[src/rtl/alu_pkg.sv]
// Shared encodings for the sequential ALU: operation select codes and FSM states.
package alu_pkg;

   localparam logic [1:0] OP_ADD  = 2'b00;
   localparam logic [1:0] OP_SUB  = 2'b01;
   localparam logic [1:0] OP_MUL  = 2'b10;
   localparam logic [1:0] OP_PASS = 2'b11;

   typedef enum logic [1:0] {
      ST_IDLE = 2'b00,
      ST_MUL  = 2'b01,
      ST_DONE = 2'b10
   } state_t;

endpackage

[src/rtl/mul_shift_add.sv]
// Fixed-latency shift-add multiplier: W iterations after start, no early exit.
// done/product are combinational in the final iteration so the caller can
// register the product on the same edge the multiplier goes idle.
module mul_shift_add #(
   parameter int W = 4
) (
   input  logic           clk,
   input  logic           rst_n,
   input  logic           start,
   input  logic [W-1:0]   a,
   input  logic [W-1:0]   b,
   output logic           busy,
   output logic           done,
   output logic [2*W-1:0] product
);

   localparam int CW = (W > 1) ? $clog2(W) : 1;

   logic [2*W-1:0] mcand;
   logic [2*W-1:0] acc;
   logic [2*W-1:0] acc_next;
   logic [W-1:0]   mplier;
   logic [CW-1:0]  count;

   // Partial-product add for the current multiplier bit.
   always_comb begin
      acc_next = acc;
      if (mplier[0]) begin
         acc_next = acc + mcand;
      end
   end

   assign done    = busy && (count == CW'(W - 1));
   assign product = acc_next;

   // Operand load on start, then one shift-add step per cycle while busy.
   always_ff @(posedge clk or negedge rst_n) begin
      if (!rst_n) begin
         mcand  <= '0;
         mplier <= '0;
         acc    <= '0;
         count  <= '0;
         busy   <= 1'b0;
      end else if (start) begin
         mcand  <= {{W{1'b0}}, a};
         mplier <= b;
         acc    <= '0;
         count  <= '0;
         busy   <= 1'b1;
      end else if (busy) begin
         acc    <= acc_next;
         mcand  <= mcand << 1;
         mplier <= mplier >> 1;
         count  <= count + 1'b1;
         if (done) begin
            busy <= 1'b0;
         end
      end
   end

endmodule

[src/rtl/alu_seq.sv]
// Sequential add/sub/mul/pass ALU with valid/ready handshakes on both sides.
module alu_seq
   import alu_pkg::*;
#(
   parameter int W = 4
) (
   input  logic           clk,
   input  logic           rst_n,
   input  logic [1:0]     select,
   input  logic [W-1:0]   x,
   input  logic [W-1:0]   y,
   input  logic           in_valid,
   output logic           in_ready,
   output logic [2*W-1:0] f,
   output logic           carry,
   output logic           zero,
   output logic           out_valid,
   input  logic           out_ready
);

   state_t         state;
   state_t         state_next;
   logic           accept;
   logic           mul_start;
   logic           mul_busy;
   logic           mul_done;
   logic [2*W-1:0] mul_product;
   logic [2*W-1:0] xe;
   logic [2*W-1:0] ye;
   logic [2*W-1:0] alu_f;
   logic           alu_c;

   assign in_ready  = (state == ST_IDLE) || ((state == ST_DONE) && out_ready);
   assign accept    = in_valid && in_ready;
   assign mul_start = accept && (select == OP_MUL);
   assign out_valid = (state == ST_DONE);

   mul_shift_add #(
      .W (W)
   ) u_mul (
      .clk     (clk),
      .rst_n   (rst_n),
      .start   (mul_start),
      .a       (x),
      .b       (y),
      .busy    (mul_busy),
      .done    (mul_done),
      .product (mul_product)
   );

   // Single-cycle datapath; operands are consumed at the accept edge, so the
   // result register stands in for separate select/x/y latches.
   always_comb begin
      xe    = {{W{1'b0}}, x};
      ye    = {{W{1'b0}}, y};
      alu_f = xe;
      alu_c = 1'b0;
      case (select)
         OP_ADD: begin
            alu_f = xe + ye;
            alu_c = alu_f[W];
         end
         OP_SUB: begin
            alu_f = xe - ye;
            alu_c = (x < y);
         end
         default: begin
            alu_f = xe;
            alu_c = 1'b0;
         end
      endcase
   end

   // Handshake FSM next state; an accept from DONE restarts exactly as from IDLE.
   always_comb begin
      state_next = state;
      if (accept) begin
         state_next = mul_start ? ST_MUL : ST_DONE;
      end else begin
         case (state)
            ST_IDLE: state_next = ST_IDLE;
            ST_MUL: begin
               if (mul_done) begin
                  state_next = ST_DONE;
               end else if (!mul_busy) begin
                  state_next = ST_IDLE;
               end
            end
            ST_DONE: begin
               if (out_ready) begin
                  state_next = ST_IDLE;
               end
            end
            default: state_next = ST_IDLE;
         endcase
      end
   end

   // FSM state register.
   always_ff @(posedge clk or negedge rst_n) begin
      if (!rst_n) begin
         state <= ST_IDLE;
      end else begin
         state <= state_next;
      end
   end

   // Result registers; held while DONE waits for out_ready.
   always_ff @(posedge clk or negedge rst_n) begin
      if (!rst_n) begin
         f     <= '0;
         carry <= 1'b0;
         zero  <= 1'b0;
      end else if (accept && !mul_start) begin
         f     <= alu_f;
         carry <= alu_c;
         zero  <= (alu_f == '0);
      end else if (mul_done) begin
         f     <= mul_product;
         carry <= 1'b0;
         zero  <= (mul_product == '0);
      end
   end

endmodule

[config.mk]
export PLATFORM = sky130hd
export DESIGN_NAME = alu_seq
export DESIGN_NICKNAME = d
export VERILOG_FILES = /design/src/rtl/alu_pkg.sv /design/src/rtl/mul_shift_add.sv /design/src/rtl/alu_seq.sv
export SDC_FILE = /design/constraint.sdc
export NUM_CORES = 1
export LEC_CHECK = 0
export CAP_MARGIN = 10
export CORE_ASPECT_RATIO = 0.75
export CORE_MARGIN = 2
export CORE_UTILIZATION = 40
export CTS_BUF_LIST = sky130_fd_sc_hd__clkbuf_8
export CTS_CLUSTER_DIAMETER = 80
export DETAILED_ROUTE_END_ITERATION = 8
export PLACE_DENSITY = 0.57
export SLEW_MARGIN = 15
export SYNTH_ARGS = -nofsm -noshare
export SYNTH_HDL_FRONTEND = slang
export SYNTH_SLANG_ARGS = --single-unit
[constraint.sdc]
create_clock -name clk -period 4.9 [get_ports clk]
set_input_delay 0.49 -clock clk [delete_from_list [all_inputs] [get_ports clk]]
set_output_delay 0.49 -clock clk [all_outputs]
set_load 0.02 [all_outputs]
==> results of run 1 <==
[flip-flops by register name, indices dropped and copies added (netlist names)]
register and count:
u_mul.busy 1, u_mul.mcand 8, state 2, f 8
zero 1, u_mul.mplier 4, u_mul.count 2, u_mul.acc 8
carry 1
[power by group through the flow]
| stage | clock network, uW | registers (uW) | logic (uW) |
|---|---|---|---|
| 4_1_cts | 222 | 513 | 867 |
| 2_1_floorplan | 0 | 527 | 623 |
| 3_3_place_gp | 0 | 518 | 854 |
| 6_report | 213 | 513 | 864 |
| 3_5_place_dp | 0 | 518 | 862 |
| 5_1_grt | 234 | 531 | 963 |
[cell type report]
class	instances	area, um2	area share
clock buffer	6	82.6	0.0292
clock inverter	1	5.00	0.00177
inverter	16	60.1	0.0212
multi-input combinational	208	1440	0.508
sequential	35	876	0.309
tap	78	97.6	0.0345
timing repair buffer	28	273	0.0963
[metrics by stage]
stage	hold slack [ns]	area (um2)	power (uW)	setup WS [ns]	std cells
final	0.486	2830	1590	2.34	372
after global routing	0.517	2830	1730	2.08	372
after CTS	0.489	2830	1600	2.34	372
after detailed placement	0.480	2750	1380	2.11	365
after global placement	0.480	2750	1370	2.12	365
after floorplan	0.194	2440	1150	2.84	272
[critical path, cell delays in order (launching register included)]
cell and delay, ns:
dfrtp_1 0.41, ha_1 0.25, fa_1 0.42, a21oi_1 0.27, o21ai_0 0.13, a221oi_1 0.47
nor3b_2 0.29, nand4b_1 0.14, nand3_1 0.10
[metal layers]
| layer | GRT usage | up-vias | wire (um) |
|---|---|---|---|
| li1 | - | 1014 | - |
| met1 | 0.283 | 918 | 3040 |
| met2 | 0.250 | 36 | 2290 |
| met3 | 0.0347 | 2 | 246 |
| met4 | 0.0386 | 0 | 24 |
| met5 | 0 | - | 0 |
[kinds of logic after synthesis]
kind of cell / share of synthesized area
buffers and inverters: 0.0508
AOI/OAI and AO/OA: 0.216
adders and majority gates: 0.112
muxes: 0.0750
DFF: 0.360
and+or+nand+nor: 0.176
xor gates and xnor gates: 0.0108
[placed cells by master, fill, tap and decap left out, types with 8 or more instances in the layout]
cell type / netlist / layout
o21ai_0: 22 / 22
a21oi_1: 20 / 20
clkdlybuf4s50_1: 0 / 25
nor2_1: 24 / 23
nand3_1: 8 / 8
inv_1: 14 / 14
ha_1: 17 / 17
nand2_1: 26 / 26
dfrtp_1: 35 / 35
mux2i_1: 16 / 16
[how the worst max path moves through the flow]
stage	end
finish	zero
global route	zero
CTS	zero
detailed placement	f[3]
global placement	f[3]
floorplan	zero
==> flow_summary.json, run 1 <==
{
  "outcome": "complete, no violations",
  "tightestPinTransition_ns": 0.668,
  "syn-mean-instance-area_um2": 8.96,
  "root_buffer": "clkbuf_8",
  "core_area_mm2": 0.00586,
  "post_cts_buffers": 0,
  "ys_types": 54,
  "cp-end-kind": "register",
  "syn-cell-area_mm2": 0.00244,
  "ir_drop_mv": 0.242,
  "hold_path_end": "state[0]",
  "maxSlewHeadroom": 0.555,
  "worstHoldStart": "state[1]",
  "gp_congestion": 0.766,
  "fin_crit_ns": 2.56,
  "grt_pass1_vias": 1828,
  "cts_made_buffers": 5,
  "syn_inst": 272,
  "drc": 0,
  "cts_buffer_depth": 2,
  "cp-startpoint": "u_mul.acc[0]",
  "required_ns": 5.12,
  "row_count": 24,
  "setup_violations": 0,
  "swShare": 0.430,
  "synth.area.top_cells": "dfrtp_1, ha_1, mux2i_1",
  "worst-path-max-fanout": 4,
  "synth_warnings": 0,
  "vias": 1970,
  "clkTransAtPathRegs_ns": 0.07,
  "drv_slew": 0,
  "ant_nets": 0,
  "drv_cap": 0,
  "yosys.area.top_type": "dfrtp_1",
  "timing.rr.start": "u_mul.acc[0]",
  "synth_top_area_share": 0.360,
  "synth_edf_count": 0,
  "grt_usage": 0.178,
  "routedWlPerCell_um": 15.1,
  "worstPathArrival_ns": 2.78,
  "rrSetupSlack_ns": 2.34,
  "p_int_uw": 905,
  "postLayoutCoreUtil": 0.484,
  "rr_worst_depth": 8,
  "drtIter0Drc": 112,
  "power.share.combinational": 0.544,
  "nNetsFinal": 328,
  "startpoint_type": "register",
  "vias_per_cell": 5.30,
  "tns_ns": 0,
  "drive_above_1_share": 0.0714,
  "hp-class": "reg -> reg",
  "p_sw_uw": 684,
  "pwr-share-clk": 0.134,
  "skew_ns": 0.00354,
  "nFillCells": 590,
  "hold_path_depth": 1,
  "p_leak_uw": 0.00125,
  "clock.fmax_ghz": 0.391,
  "ctsResizeCount": 0,
  "dp.final_hpwl_mm": 4.16,
  "drt-pass1-iter-count": 4,
  "ys.flop_type": "dfrtp_1",
  "hold_viol_final": 0,
  "fp.dieH_um": 71.6,
  "die-area_mm2": 0.00674,
  "pwr-share-seq": 0.323,
  "yosysMostFrequentCell": "dfrtp_1",
  "clk_latency_ns": 0.29,
  "io_pins": 26,
  "numClockSinks": 35,
  "fp.dieW_um": 94.1,
  "antenna_found_initial": 0,
  "area_growth_pct": 16.3,
  "grt_overflow": 0,
  "wirelength_mm": 5.60,
  "grt_max_degree": 36,
  "fin_crit_sh": 0.522,
  "tritoncts": "built",
  "synthArstFlopShare": 1.00,
  "syn-num-nets": 306,
  "port_buffers": 25,
  "rr_endpoint": "zero",
  "grt_first_pass_wirelength_mm": 9.35,
  "ctsHoldBuffers": 0,
  "synthTopCellsByCount": "dfrtp_1, nand2_1, nor2_1",
  "p_per_area_mw_per_mm2": 561,
  "ctsHtreeMaxLevel": 2,
  "synth.ff_latch_count": 35,
  "diodes": 0,
  "yosysSeqAreaShare": 0.360,
  "rsz0062_at_grt": "false",
  "start_util": 0.416,
  "crit_type": "reg -> reg"
}
Power figures use the tool's default switching activity.
==> run 2, diff against run 1 <==
PLACE_DENSITY = 0.59   (was 0.57)
clock period = 2.35 ns   (was 4.9 ns; I/O delays follow)
==> run 2 against run 1 <==
Effect of this change: design area is 5.7% higher; sequential cell count unchanged; die area did not move; global-route usage up 0.46 points; first-iteration DRC count down 23%; sequential share of layout area down 1.7 points; final cell count is 5.6% higher; clock skew grew 0.0055 ns; setup slack got worse by 2.2 ns; clock power up 91%; critical endpoint is now f[6].
==> flow_summary.json, run 2 (synthesized netlist as in run 1, its figures left out) <==
{
  "ctsResizeCount": 0,
  "ant_nets": 0,
  "postLayoutCoreUtil": 0.511,
  "clkTransAtPathRegs_ns": 0.07,
  "final_cell_area_mm2": 0.00299,
  "worstPathArrival_ns": 2.37,
  "worst_path_largest_cell_delay_ns": 0.42,
  "core_area_mm2": 0.00586,
  "nFillCells": 573,
  "hp-class": "in -> async",
  "worst-path-max-fanout": 3,
  "fin_crit_ns": 2.19,
  "start_util": 0.416,
  "top_regs": "f x8, u_mul.acc x8, u_mul.mcand x8",
  "ctsHtreeMaxLevel": 2,
  "grt_max_degree": 36,
  "dp.final_hpwl_mm": 4.40,
  "nNetsFinal": 348,
  "p_per_area_mw_per_mm2": 1140,
  "crit_slowest_cell": "fa_1",
  "fp.dieH_um": 71.6,
  "grt_overflow": 0,
  "diodes": 0,
  "crit_type": "reg -> reg",
  "cts_made_buffers": 5,
  "grt_pass1_vias": 1923,
  "rr_worst_depth": 8,
  "maxSlewHeadroom": 0.692,
  "crit_buf_inv": 0,
  "clock.fmax_ghz": 0.456,
  "die-area_mm2": 0.00674,
  "numClockSinks": 35,
  "crit_cells": 8,
  "fin_crit_sh": 0.933,
  "required_ns": 2.53,
  "pre_cts_slack_ns": -0.160,
  "cp-startpoint": "u_mul.mcand[0]",
  "drc": 0,
  "drv_cap": 0,
  "wirelength_mm": 5.83,
  "port_buffers": 25,
  "hold_viol_final": 0,
  "setup_violations": 0,
  "power.share.combinational": 0.575,
  "post_cts_buffers": 0,
  "startpoint_type": "register",
  "cp-end-kind": "register",
  "fp.dieW_um": 94.1,
  "drv_slew": 0,
  "layout_setup_ws_ns": 0.158,
  "cp-endpoint": "f[6]",
  "area_growth_pct": 22.9,
  "pwr-share-seq": 0.306,
  "p_sw_uw": 1460,
  "gp_congestion": 0.819,
  "skew_ns": 0.00906,
  "critical_path.cell_chain": "ha_1, fa_1, a21oi_2, o211ai_1, xor2_1, a21oi_1, o21ai_1, a21o_1",
  "placed_cell_area_mm2": 0.00290,
  "p_leak_uw": 0.00136,
  "vias": 2084,
  "pwr-share-clk": 0.119,
  "grt_usage": 0.183,
  "root_buffer": "clkbuf_8",
  "rrSetupSlack_ns": 0.16,
  "antenna_found_initial": 0,
  "swShare": 0.429,
  "drive_above_1_share": 0.137,
  "timing.rr.start": "u_mul.mcand[0]",
  "cts_buffer_depth": 2,
  "routedWlPerCell_um": 14.8,
  "rsz0062_at_grt": "false",
  "row_count": 24,
  "drtIter0Drc": 86,
  "ir_drop_mv": 0.387,
  "layout_commonest_cell": "dfrtp_1",
  "mostFrequentLayoutCells": "dfrtp_1, nand2_1, clkdlybuf4s50_1",
  "vias_per_cell": 5.30,
  "p_int_uw": 1940,
  "rr_endpoint": "f[6]",
  "outcome": "complete, no violations",
  "tightestPinTransition_ns": 0.462,
  "tritoncts": "built",
  "drt-pass1-iter-count": 4,
  "ctsHoldBuffers": 0,
  "io_pins": 26,
  "path_delay_family": "compound AO/OA/AOI/OAI gates",
  "grt_first_pass_wirelength_mm": 9.64,
  "clk_latency_ns": 0.28
}
==> run 2: changes by cell type in the layout (fill, tap and decap cells not counted), sizes merged <==
cell    change
buf        +20
inv         +2
clkbuf      -1
==> run 2: per-stage QoR <==
| stage | power, uW | std cells | TNS [ns] | hold slack (ns) |
|---|---|---|---|---|
| after floorplan | 2400 | 272 | 0 | -0.0606 |
| after global placement | 2960 | 385 | -0.0905 | 0.490 |
| after detailed placement | 2980 | 385 | -0.197 | 0.482 |
| after CTS | 3400 | 393 | 0 | 0.377 |
| after global routing | 3700 | 393 | 0 | 0.393 |
| final | 3410 | 393 | 0 | 0.360 |
==> run 2: cell type report <==
| type | count | area, um2 | area share |
|---|---|---|---|
| Sequential cell | 35 | 876 | 0.293 |
| Multi-Input combinational cell | 208 | 1460 | 0.486 |
| Clock buffer | 5 | 68.8 | 0.0230 |
| Timing Repair Buffer | 48 | 423 | 0.141 |
| Tap cell | 78 | 97.6 | 0.0326 |
| Inverter | 16 | 60.1 | 0.0201 |
| Clock inverter | 3 | 12.5 | 0.00418 |
==> run 2: worst min-delay path by stage <==
stage | endpoint | depth (start not counted) | slack, ns | from
2_1_floorplan | carry | 0 | -0.06 | rst_n
3_3_place_gp | state[0] | 1 | 0.49 | state[1]
3_5_place_dp | state[0] | 1 | 0.48 | state[1]
4_1_cts | f[6] | 2 | 0.38 | rst_n
5_1_grt | u_mul.count[1] | 2 | 0.39 | rst_n
6_report | u_mul.count[1] | 2 | 0.36 | rst_n
==> run 2: layer usage <==
metal,part of all wire,global-route usage
met5,0,0
met1,0.54,0.301
met3,0.057,0.0389
met4,0.0021,0.0242
met2,0.40,0.249
==> run 2: power groups by stage <==
stage          clock, uW  combinational [uW]  sequential (uW)
2_1_floorplan          0                1300             1100
3_3_place_gp           0                1910             1050
3_5_place_dp           0                1930             1050
4_1_cts              423                1940             1040
5_1_grt              447                2180             1080
6_report             407                1960             1040
